**src/rtl/dec_2_4_if.sv**
```systemverilog
// dec_2_4_if: handshake bundle for the registered 2-to-4 decoder.
//   Upstream side : in_valid, in_ready, x, y, V (encoded word)
//   Downstream side: out_valid, out_ready, D (one-hot decoded line)
// slave  = decoder side, master = environment driving/consuming words.
interface dec_2_4_if;
  logic       in_valid;
  logic       in_ready;
  logic       x;
  logic       y;
  logic       V;
  logic       out_valid;
  logic       out_ready;
  logic [3:0] D;

  modport slave (
    input  in_valid, x, y, V, out_ready,
    output in_ready, out_valid, D
  );

  modport master (
    output in_valid, x, y, V, out_ready,
    input  in_ready, out_valid, D
  );
endinterface

```
**src/rtl/dec_2_4.sv**
```systemverilog
// dec_2_4: registered 2-to-4 decoder behind a 2-entry skid buffer.
// Ports:
//   clk      - system clock, rising edge
//   rst_n    - asynchronous active-low reset
//   bus      - dec_2_4_if.slave: in_valid/in_ready/x/y/V in, out_valid/out_ready/D out
//   clr      - synchronous clear of zero_cnt (data path unaffected)
//   zero_cnt - saturating count of accepted words with V=0
// Words are decoded at accept time; the buffer stores 4-bit one-hot words.
// in_ready is a flop, so there is no combinational path from out_ready to in_ready.
module dec_2_4 #(
  parameter int unsigned CNT_W = 8
) (
  input  logic             clk,
  input  logic             rst_n,
  dec_2_4_if.slave         bus,
  input  logic             clr,
  output logic [CNT_W-1:0] zero_cnt
);

  localparam logic [1:0] EMPTY = 2'b00;
  localparam logic [1:0] ONE   = 2'b01;
  localparam logic [1:0] FULL  = 2'b10;

  logic [1:0] state;
  logic [1:0] state_nxt;
  logic [3:0] head;
  logic [3:0] head_nxt;
  logic [3:0] tail;
  logic [3:0] tail_nxt;
  logic [3:0] dec_word;
  logic       acc;
  logic       dlv;

  assign acc = bus.in_valid && bus.in_ready;
  assign dlv = bus.out_valid && bus.out_ready;

  always_comb begin
    dec_word = '0;
    if (bus.V) begin
      case ({bus.x, bus.y})
        2'b11:   dec_word = 4'b1000;
        2'b10:   dec_word = 4'b0100;
        2'b01:   dec_word = 4'b0010;
        default: dec_word = 4'b0001;
      endcase
    end
  end

  always_comb begin
    state_nxt = state;
    head_nxt  = head;
    tail_nxt  = tail;
    case (state)
      EMPTY: begin
        if (acc) begin
          state_nxt = ONE;
          head_nxt  = dec_word;
        end
      end
      ONE: begin
        if (acc && !dlv) begin
          state_nxt = FULL;
          tail_nxt  = dec_word;
        end else if (!acc && dlv) begin
          state_nxt = EMPTY;
        end else if (acc && dlv) begin
          // head leaves and the incoming word replaces it in place
          head_nxt = dec_word;
        end
      end
      FULL: begin
        if (dlv) begin
          state_nxt = ONE;
          head_nxt  = tail;
        end
      end
      default: state_nxt = EMPTY;
    endcase
  end

  always_ff @(posedge clk or negedge rst_n) begin
    if (!rst_n) begin
      state        <= EMPTY;
      head         <= '0;
      tail         <= '0;
      bus.in_ready <= 1'b1;
    end else begin
      state        <= state_nxt;
      head         <= head_nxt;
      tail         <= tail_nxt;
      bus.in_ready <= (state_nxt != FULL);
    end
  end

  assign bus.out_valid = (state != EMPTY);
  assign bus.D         = (state == EMPTY) ? 4'b0000 : head;

  // clr wins over a same-cycle V=0 accept
  always_ff @(posedge clk or negedge rst_n) begin
    if (!rst_n) begin
      zero_cnt <= '0;
    end else if (clr) begin
      zero_cnt <= '0;
    end else if (acc && !bus.V && (zero_cnt != '1)) begin
      zero_cnt <= zero_cnt + 1'b1;
    end
  end

endmodule

```
**src/flat_wrapper.sv**
```systemverilog
// flat-port wrapper written by rule: the top's interface ports become plain ports
module dec_2_4_flat 
#(
  parameter int unsigned CNT_W = 8
)
  (clk, rst_n, clr, zero_cnt, bus_in_valid, bus_x, bus_y, bus_V, bus_out_ready, bus_in_ready, bus_out_valid, bus_D);
  dec_2_4_if bus_i ();
  input  logic clk;
  input  logic rst_n;
  input  logic clr;
  output logic [CNT_W-1:0] zero_cnt;
  input wire logic [$bits(bus_i.in_valid)-1:0] bus_in_valid;
  input wire logic [$bits(bus_i.x)-1:0] bus_x;
  input wire logic [$bits(bus_i.y)-1:0] bus_y;
  input wire logic [$bits(bus_i.V)-1:0] bus_V;
  input wire logic [$bits(bus_i.out_ready)-1:0] bus_out_ready;
  output wire logic [$bits(bus_i.in_ready)-1:0] bus_in_ready;
  output wire logic [$bits(bus_i.out_valid)-1:0] bus_out_valid;
  output wire logic [$bits(bus_i.D)-1:0] bus_D;
  assign bus_i.in_valid = bus_in_valid;
  assign bus_i.x = bus_x;
  assign bus_i.y = bus_y;
  assign bus_i.V = bus_V;
  assign bus_i.out_ready = bus_out_ready;
  assign bus_in_ready = bus_i.in_ready;
  assign bus_out_valid = bus_i.out_valid;
  assign bus_D = bus_i.D;
  dec_2_4 #(.CNT_W(CNT_W)) u_core (.clk(clk), .rst_n(rst_n), .bus(bus_i), .clr(clr), .zero_cnt(zero_cnt));
endmodule
```
**config.mk**
```make
export PLATFORM = sky130hd
export DESIGN_NAME = dec_2_4_flat
export DESIGN_NICKNAME = d
export VERILOG_FILES = /design/src/rtl/dec_2_4_if.sv /design/src/rtl/dec_2_4.sv /design/src/flat_wrapper.sv
export SDC_FILE = /design/constraint.sdc
export NUM_CORES = 1
export LEC_CHECK = 0
export BUFFER_PORTS_ARGS = -buffer_cell sky130_fd_sc_hd__buf_4
export CELL_PAD_IN_SITES_DETAIL_PLACEMENT = 2
export CELL_PAD_IN_SITES_GLOBAL_PLACEMENT = 2
export CORE_UTILIZATION = 35
export CTS_CLUSTER_DIAMETER = 200
export DETAILED_ROUTE_END_ITERATION = 8
export PLACE_DENSITY = 0.83
export SLEW_MARGIN = 30
export SYNTH_ARGS = -nofsm -noshare
export SYNTH_HDL_FRONTEND = slang
export SYNTH_SLANG_ARGS = --single-unit
export TNS_END_PERCENT = 1
```
**constraint.sdc**
```tcl
create_clock -name clk -period 4.7 [get_ports clk]
set_clock_uncertainty 0.15 [all_clocks]
set_input_delay 0.94 -clock clk [delete_from_list [all_inputs] [get_ports clk]]
set_output_delay 0.94 -clock clk [all_outputs]
set_load 0.1 [all_outputs]
```
==> impl_metrics.tcl, run 1 <==
set metrics [dict create \
    critPathArrivalTime_ns 1.69 \
    cts_sinks 19 \
    worst_slew_pin_slew_ns 0.452 \
    synth_edf_count 0 \
    r2r-end "u_core.zero_cnt[0]$_DFFE_PN0P_" \
    place_ws_ns 2.33 \
    clock_path_buffers 2 \
    syn_area_sq_um 1090 \
    yosysTopAreaCellShare_pct 41.2 \
    mostFrequentLayoutCell "buf_4" \
    die_area_sq_um 3350 \
    chipWidth_um 57.9 \
    pwr-share-comb_pct 44.1 \
    tritoncts "done" \
    via_per_inst 5.79 \
    p_int_mw 0.306 \
    setup_tns_ns 0 \
    r2r_start "u_core.zero_cnt[0]$_DFFE_PN0P_" \
    power_switching_mw 0.257 \
    die_h_um 57.9 \
    power_frac_clock_pct 16.3 \
    core_area_sq_um 2850 \
    fin_nets 126 \
    ctsResizeCount 0 \
    seqPwrFrac_pct 39.6 \
    antenna_left 0 \
    yosysSeqAreaShare_pct 43.6 \
    vias 851 \
    clk_latency_ns 0.32 \
    synthCells 94 \
    routed_wirelength_um 2950 \
    status "complete, no violations" \
    antenna_found_initial 0 \
    worst_slack_ns 1.92 \
    end_kind "output pin" \
    maxCapViolCount 0 \
    synth_area_per_cell_sq_um 11.6 \
    drv_slew 0 \
    path_clk_slew_ns 0.13 \
    cp.required_ns 3.61 \
    synth_flop_cell "dfrtp_1" \
    power_density_nw_per_um2 434 \
    grt_pass1_vias 939 \
    p_leak_nw 0.607 \
    dp_hpwl_um 2020 \
    drt_pass1_iterations 4 \
    worst_r2r_path_depth 4 \
    place_congestion 0.746 \
    period_share_pct 59.1 \
    cp_max_fo 9 \
    synth_area_leader_cell "dfrtp_1" \
    postCtsSetupRepairBufs 0 \
    rows 19 \
    ys_ff_latch 19 \
    ios 22 \
    io_buffers 21 \
    hold_violations 0 \
    drt-wirelength-per-cell_um 20.1 \
    htreeDepth 1 \
    first_iter_violations 22 \
    synth_cell_types 39 \
    grt_pass1_wl_um 4810 \
    grtUsageTotal_pct 19.4 \
    grt_max_degree 20 \
    drive_gt1_share_pct 42.2 \
    async_reset_ff_share_pct 100 \
    numCtsBuffers 3 \
    synth_area_leaders "dfrtp_1 (41%), mux2_2 (14%), nor2b_1 (3.4%)" \
    ir_worst_vdd_v 0.000226 \
    min_path_type "primary input to async pin" \
    swShare_pct 45.6 \
    ys.warnings.count 0 \
    fmax_mhz 360 \
    synth.net_count 103 \
    most-common-layout-cells "buf_4 (21), dfrtp_1 (18), mux2_2 (14), nor2b_1 (6)" \
    clock-root-buffer "clkbuf_4" \
    period_needed_ns 2.78 \
    start_kind "flop" \
    syn_to_final_growth_pct 18.4 \
    regToRegSetupSlack_ns 2.90 \
    overflow 0 \
    drc_errors 0 \
    path_class "flop to output pin" \
    cts-hold-fix-buffers 0 \
    maxSlewHeadroom_pct 69.8 \
    floorplan.initialDensity_pct 38.3 \
    setup_viol 0 \
    diodes 0 \
    rsz0062_at_grt "false" \
]
-- layer usage --
metal	global-route usage (%)	share of wire, %	vias up
li1	-	-	394
met1	26.0	47	442
met2	31.7	50	13
met3	4.24	2.4	2
met4	5.10	0.61	0
met5	0	0	-
-- final cells by class --
cell class / count / area [sq um]
timing repair buffer: 21 / 158
tap: 31 / 38.8
fill: 309 / 1560
clock inverter: 1 / 5.00
sequential: 19 / 477
inverter: 4 / 15.0
multi-input combinational: 68 / 579
clock buffer: 3 / 22.5
-- Yosys cell counts (2+ instances only) --
library cell  number
a311oi_1           2
nor3_1             2
mux2_2            14
and3b_1            3
nand2b_1           2
nand4_1            2
inv_1              4
nand2_1            3
dfrtp_1           18
nor4_1             2
a31oi_1            2
nor2b_1            6
a21oi_1            4
and3_1             2
nor2_1             3
mux2i_1            2
-- registers in the layout (all words and copies together) (netlist names) --
| register | count |
|---|---|
| u_core.head | 4 |
| u_core.state | 2 |
| u_core.zero_cnt | 8 |
| u_core.tail | 4 |
| u_core.bus.in_ready | 1 |
-- kinds of logic after synthesis --
family                     synth area share, %
AOI/OAI and AO/OA                         12.5
adders and majority gates                 1.14
buffers and inverters                     3.43
DFF                                       43.6
muxes                                     17.6
and+or+nand+nor                           21.7
-- power groups by stage --
| stage | Combinational (mW) | Sequential, mW | Clock (mW) |
|---|---|---|---|
| 3_3_place_gp | 0.238 | 0.222 | 0 |
| 5_1_grt | 0.259 | 0.227 | 0.100 |
| 3_5_place_dp | 0.246 | 0.224 | 0 |
| 4_1_cts | 0.250 | 0.223 | 0.0954 |
| 6_report | 0.248 | 0.223 | 0.0916 |
| 2_1_floorplan | 0.184 | 0.235 | 0 |
-- worst max-delay path, stage by stage (launching register included) --
cell and delay [ns]:
dfrtp_1 0.64, nor2_1 0.22, nor2b_1 0.19, buf_4 0.31
-- metrics by stage --
| stage | utilization (%) | total power, mW | cells | cell area [sq um] | hold WS, ns |
|---|---|---|---|---|---|
| 2_1_floorplan | - | 0.418 | 94 | 1090 | 0.323 |
| 3_3_place_gp | 44.4 | 0.460 | 143 | 1270 | 0.337 |
| 3_5_place_dp | 44.4 | 0.470 | 143 | 1270 | 0.346 |
| 4_1_cts | 45.4 | 0.568 | 147 | 1290 | 0.325 |
| 5_1_grt | 45.4 | 0.586 | 147 | 1290 | 0.313 |
| 6_report | 45.4 | 0.563 | 147 | 1290 | 0.322 |
-- worst max path at each step --
stage,startpoint,endpoint,slack (ns),cells after the start
floorplan,u_core.state[1]$_DFF_PN0_,bus_D[0],1.69,3
global placement,u_core.state[1]$_DFF_PN0_,bus_D[0],2.41,3
detailed placement,u_core.state[1]$_DFF_PN0_,bus_D[0],2.33,3
CTS,u_core.state[1]$_DFF_PN0_,bus_D[0],1.89,3
global route,u_core.state[1]$_DFF_PN0_,bus_D[0],1.79,3
finish,u_core.state[1]$_DFF_PN0_,bus_D[0],1.92,3
Power figures use the tool's default switching activity.
==> inputs of run 2 (changes only) <==
Settings changed: CORE_UTILIZATION 35 to 34, PLACE_DENSITY 0.83 to 0.81.
Clock period 4.7 ns to 2.8 ns, I/O delays scaled along.
==> run 2 against run 1 <==
  * First-iteration DRC count is 55% lower
  * Register-to-register slack got worse by 1.9 ns
  * Setup slack worse by 1.5 ns
  * Clock power increased by 66%
  * Total power is 66% higher
  * Critical path depth unchanged
  * Sequential power is 67% higher
  * Combinational power is 66% higher
  * Sequential share of layout area decreased by 0.73 points
  * Clock-buffer cell count stayed put
  * Critical path type unchanged
==> impl_metrics.tcl, run 2 (synthesized netlist as in run 1, its figures left out) <==
set metrics [dict create \
    status "complete, no violations" \
    numCtsBuffers 3 \
    chipWidth_um 58.7 \
    overflow 0 \
    maxSlewHeadroom_pct 69.8 \
    cp-startpoint "u_core.state[1]$_DFF_PN0_" \
    drive_gt1_share_pct 41.9 \
    cp_max_fo 9 \
    io_buffers 21 \
    final.fill_count 343 \
    seqPwrFrac_pct 39.9 \
    worst-path-stages 3 \
    rows 20 \
    clock-root-buffer "clkbuf_4" \
    most-common-layout-cells "buf_4 (21), dfrtp_1 (18), mux2_2 (14), nor2b_1 (6)" \
    p_leak_nw 0.611 \
    hold_violations 0 \
    critical_path.max_stage_delay_ns 0.64 \
    min_path_type "primary input to flop" \
    end_kind "output pin" \
    ios 22 \
    swShare_pct 45.0 \
    place_congestion 0.739 \
    final_area_sq_um 1320 \
    regToRegSetupSlack_ns 1.04 \
    fin_nets 127 \
    antenna_left 0 \
    place_area_sq_um 1280 \
    worstSetupEndpoint "bus_D[3]" \
    die_area_sq_um 3450 \
    top_register "u_core.zero_cnt" \
    critical_path.top_delay_family "flip-flops" \
    pwr-share-comb_pct 43.9 \
    drt-wirelength-per-cell_um 17.1 \
    grt_pass1_vias 937 \
    use_met1_pct 24.1 \
    drt_pass1_iterations 3 \
    p_int_mw 0.514 \
    core_area_sq_um 3050 \
    drc_errors 0 \
    grt_max_degree 20 \
    die_h_um 58.7 \
    diodes 0 \
    path_buf_inv 1 \
    cts_sinks 19 \
    largest_reg_flops 8 \
    clock_path_buffers 2 \
    rsz0062_at_grt "false" \
    whs_ns 0.318 \
    critPathArrivalTime_ns 1.63 \
    cp.required_ns 2.09 \
    power_switching_mw 0.421 \
    r2r-end "u_core.zero_cnt[6]$_DFFE_PN0P_" \
    period_needed_ns 2.34 \
    clk_latency_ns 0.32 \
    r2r_start "u_core.zero_cnt[0]$_DFFE_PN0P_" \
    worst_r2r_path_depth 4 \
    power_density_nw_per_um2 708 \
    setup_viol 0 \
    grt_use_met3_pct 1.32 \
    grtUsageMet2_pct 31.0 \
    drv_slew 0 \
    power_frac_clock_pct 16.2 \
    htreeDepth 1 \
    top_regs "u_core.zero_cnt (8), u_core.head (4), u_core.tail (4)" \
    start_kind "flop" \
    syn_to_final_growth_pct 20.8 \
    antenna_found_initial 0 \
    fin_util_pct 43.3 \
    worst_slew_pin_slew_ns 0.453 \
    grtUsageTotal_pct 18.8 \
    first_iter_violations 10 \
    maxCapViolCount 0 \
    path_cells "nor2_1 > nor2b_1 > buf_4" \
    floorplan.initialDensity_pct 35.8 \
    ir_worst_vdd_v 0.000266 \
    fmax_mhz 427 \
    mostFrequentLayoutCell "buf_4" \
    slowest_stage "dfrtp_1" \
    via_per_inst 5.30 \
    path_class "flop to output pin" \
    setup_tns_ns 0 \
    dp_hpwl_um 2070 \
    vias 854 \
    tritoncts "done" \
    grt_busiest_layer "met2" \
    period_share_pct 83.6 \
    routed_wirelength_um 2760 \
    grt_pass1_wl_um 4580 \
    path_clk_slew_ns 0.12 \
]
run 2: cell types whose count changed in the layout (fill, tap and decap cells not counted):
cell           before  now
dlygate4sd3_1       0    1
run 2: worst min-delay path by stage:
stage	from	end	slack, ns	cells past startpoint
4_1_cts	bus_out_ready	u_core.bus.in_ready$_DFF_PN1_	0.31	2
3_3_place_gp	rst_n	u_core.zero_cnt[5]$_DFFE_PN0P_	0.30	1
2_1_floorplan	rst_n	u_core.head[0]$_DFFE_PN0P_	0.11	0
6_report	bus_out_ready	u_core.bus.in_ready$_DFF_PN1_	0.32	2
3_5_place_dp	rst_n	u_core.zero_cnt[5]$_DFFE_PN0P_	0.31	1
5_1_grt	bus_out_ready	u_core.bus.in_ready$_DFF_PN1_	0.32	2
run 2: timing repair:
action	4_1_cts	5_1_grt
hold buffers	1	0
gates resized for setup	0	0
buffers inserted	0	0
hold endpoints to repair	18	0
run 2: power groups by stage:
stage	clock (mW)	sequential, mW	combinational [mW]
6_report	0.152	0.373	0.411
5_1_grt	0.164	0.382	0.431
4_1_cts	0.159	0.374	0.415
3_5_place_dp	0	0.378	0.413
3_3_place_gp	0	0.373	0.399
2_1_floorplan	0	0.394	0.308
run 2: stage by stage:
stage,setup slack (ns),total power [mW],std cells
5_1_grt,0.335,0.977,161
2_1_floorplan,0.167,0.702,94
4_1_cts,0.430,0.948,161
3_3_place_gp,0.874,0.773,156
6_report,0.460,0.935,161
3_5_place_dp,0.821,0.791,156
run 2: final cells by class:
| cell class | count | area, sq um | share of cell area [%] |
|---|---|---|---|
| multi-input cells | 68 | 579 | 43.8 |
| flip-flops and latches | 19 | 477 | 36.1 |
| repair buffers | 22 | 168 | 12.7 |
| well taps | 44 | 55.1 | 4.17 |
| clock buffers | 3 | 22.5 | 1.70 |
| inverters | 4 | 15.0 | 1.14 |
| clock inverters | 1 | 5.00 | 0.379 |
run 2: layer usage:
layer / share of wire (%) / vias up
met2: 51 / 11
met4: 2.7 / 0
met5: 0 / -
li1: - / 392
met3: 1.3 / 5
met1: 45 / 446
==> inputs of run 3 (changes only) <==
Settings changed: ABC_AREA from default to 1, CORE_UTILIZATION 34 to 27, PLACE_DENSITY 0.81 to 0.79.
Clock period 2.8 ns to 2.1 ns, I/O delays scaled along.
==> run 3 against run 2 <==
  * Synthesized cell count rose by 59%
  * Largest power group unchanged
  * Cell area rose by 3.3%
  * Wire length rose by 5.5%
  * Critical path depth did not move
  * Highest routed layer unchanged
  * Non-clock buffer count did not move
  * Clock-buffer cell count rose by 1
==> impl_metrics.tcl, run 3 <==
set metrics [dict create \
    r2r-end "u_core.zero_cnt[2]$_DFFE_PN0P_" \
    syn_to_final_growth_pct 25.0 \
    synth_cell_types 21 \
    setup_viol 0 \
    ios 22 \
    path_class "flop to output pin" \
    start_kind "flop" \
    grtUsageTotal_pct 15.4 \
    io_buffers 21 \
    end_kind "output pin" \
    cp_max_fo 5 \
    worst_slack_ns 0.256 \
    chipWidth_um 65.6 \
    antenna_left 0 \
    grt_pass1_vias 1105 \
    maxCapViolCount 0 \
    most-common-layout-cells "nand2_1 (43), inv_1 (26), buf_4 (21), dfrtp_1 (18), nor2_1 (14)" \
    hold_violations 0 \
    pwr-share-comb_pct 42.0 \
    htreeDepth 1 \
    p_int_mw 0.699 \
    synth_area_per_cell_sq_um 7.33 \
    drc_errors 0 \
    drv_slew 0 \
    numCtsBuffers 3 \
    seqPwrFrac_pct 38.1 \
    drt_pass1_iterations 4 \
    synth.net_count 158 \
    synth_edf_count 0 \
    period_needed_ns 1.84 \
    place_congestion 0.780 \
    first_iter_violations 24 \
    synthCells 149 \
    place_inst 218 \
    grt_pass1_wl_um 4980 \
    fin_cells 223 \
    synth_area_leader_cell "dfrtp_1" \
    ys.warnings.count 0 \
    ir_worst_vdd_v 0.000348 \
    worstHoldStart "clr" \
    fin_nets 185 \
    fmax_mhz 542 \
    dp_hpwl_um 2340 \
    synth_area_leaders "dfrtp_1 (41%), nand2_1 (15%), inv_1 (8.9%)" \
    clock_path_buffers 2 \
    core_area_sq_um 3770 \
    whs_endpoint "u_core.zero_cnt[3]$_DFFE_PN0P_" \
    power_density_nw_per_um2 940 \
    worst_r2r_path_depth 6 \
    path_clk_slew_ns 0.07 \
    routed_wirelength_um 2910 \
    worst_slew_pin_slew_ns 0.336 \
    yosysSeqAreaShare_pct 43.6 \
    overflow 0 \
    final-seq-area_sq_um 477 \
    cts_sinks 19 \
    status "complete, no violations" \
    drive_gt1_share_pct 22.9 \
    largest_reg_flops 8 \
    synthTopCellsByCount "nand2_1 (43), inv_1 (26), dfrtp_1 (18), nor2_1 (14), o21ai_0 (11)" \
    die_area_sq_um 4300 \
    min_path_type "primary input to flop" \
    synth_most_common_cell "nand2_1" \
    vias 1004 \
    async_reset_ff_share_pct 100 \
    top_regs "u_core.zero_cnt (8), u_core.head (4), u_core.tail (4)" \
    yosysTopAreaCellShare_pct 41.2 \
    r2r_start "u_core.zero_cnt[0]$_DFFE_PN0P_" \
    via_per_inst 4.50 \
    drt-wirelength-per-cell_um 13.1 \
    power_switching_mw 0.583 \
    p_leak_nw 0.665 \
    cp.required_ns 1.53 \
    final.fill_count 427 \
    min_delay_path_depth 4 \
    ys_ff_latch 19 \
    clock-root-buffer "clkbuf_8" \
    antenna_found_initial 0 \
    critPathArrivalTime_ns 1.27 \
    top_register "u_core.zero_cnt" \
    rows 22 \
    place_ws_ns 0.513 \
    mostFrequentLayoutCell "nand2_1" \
    maxSlewHeadroom_pct 77.6 \
    power_frac_clock_pct 19.9 \
    period_share_pct 87.8 \
    synth_flop_cell "dfrtp_1" \
    floorplan.initialDensity_pct 29.0 \
    clk_latency_ns 0.26 \
    regToRegSetupSlack_ns 0.51 \
    diodes 0 \
    multi_input_area_sq_um 498 \
    grt_max_degree 20 \
    die_h_um 65.6 \
    syn_area_sq_um 1090 \
    rsz0062_at_grt "false" \
    swShare_pct 45.5 \
    tritoncts "done" \
]
run 3: cell types whose count changed after synthesis, moves of 3 or more:
cell     before  now
nand2_1       3   43
inv_1         4   26
mux2_2       14    0
nor2_1        3   14
o21ai_0       0   11
nand3_1       0    6
nor2b_1       6    0
nand2_2       1    5
and3b_1       3    0
inv_2         0    3
run 3: logic make-up after synthesis:
family,after synthesis,share of synthesized area (%)
XOR/XNOR,2,1.60
AND/OR/NAND/NOR,81,34.5
AO/OA/AOI/OAI,16,8.36
flip-flops,19,43.6
adder cells (fa/ha/maj),1,1.15
buffers and inverters,30,10.8
run 3: worst max-delay path by stage:
| stage | startpoint | endpoint | slack, ns | depth (start not counted) |
|---|---|---|---|---|
| 6_report | u_core.state[1]$_DFF_PN0_ | bus_D[2] | 0.26 | 3 |
| 3_3_place_gp | u_core.state[1]$_DFF_PN0_ | bus_D[2] | 0.54 | 3 |
| 3_5_place_dp | u_core.bus.in_ready$_DFF_PN1_ | u_core.zero_cnt[2]$_DFFE_PN0P_ | 0.51 | 6 |
| 5_1_grt | u_core.state[1]$_DFF_PN0_ | bus_D[2] | 0.16 | 3 |
| 2_1_floorplan | u_core.state[1]$_DFF_PN0_ | bus_D[0] | -0.27 | 2 |
| 4_1_cts | u_core.state[1]$_DFF_PN0_ | bus_D[2] | 0.23 | 3 |
run 3: per-stage QoR:
stage          hold WS (ns)  setup TNS (ns)  total power, mW  utilization [%]  instance area, sq um
2_1_floorplan       -0.0256           -1.32            0.909                -                  1090
3_3_place_gp          0.163               0             1.02             34.7                  1310
3_5_place_dp          0.166               0             1.04             34.7                  1310
4_1_cts               0.268               0             1.31             36.2                  1370
5_1_grt               0.287               0             1.36             36.2                  1370
6_report              0.271               0             1.28             36.2                  1370
run 3: metal layers:
layer  global-route usage, %  part of all wire [%]
met3                    4.34                   3.4
met4                    3.26                  0.62
met1                    17.3                    45
met5                       0                     0
met2                    28.6                    51
run 3: final cells by class:
cell class	count	share of cell area [%]
Sequential cell	19	34.9
Multi-Input combinational cell	100	36.5
Timing Repair Buffer	22	12.3
Clock buffer	4	3.30
Tap cell	48	4.40
Inverter	30	8.62
run 3: worst max-delay path, stage by stage, from the launching register on:
cell	delay [ns]
dfrtp_1	0.51
nor2_4	0.09
nor2_1	0.12
buf_4	0.30
run 3: power groups by stage:
stage | clock, mW | combinational [mW] | sequential, mW
finish | 0.255 | 0.539 | 0.488
global placement | 0 | 0.527 | 0.491
CTS | 0.270 | 0.549 | 0.489
detailed placement | 0 | 0.544 | 0.496
floorplan | 0 | 0.374 | 0.535
global route | 0.285 | 0.581 | 0.498
run 3: timing repair:
action | in CTS | in global routing
endpoints found under the hold margin | 18 | 0
buffers inserted | 0 | 0
hold buffers | 1 | 0
gates resized for setup | 0 | 0
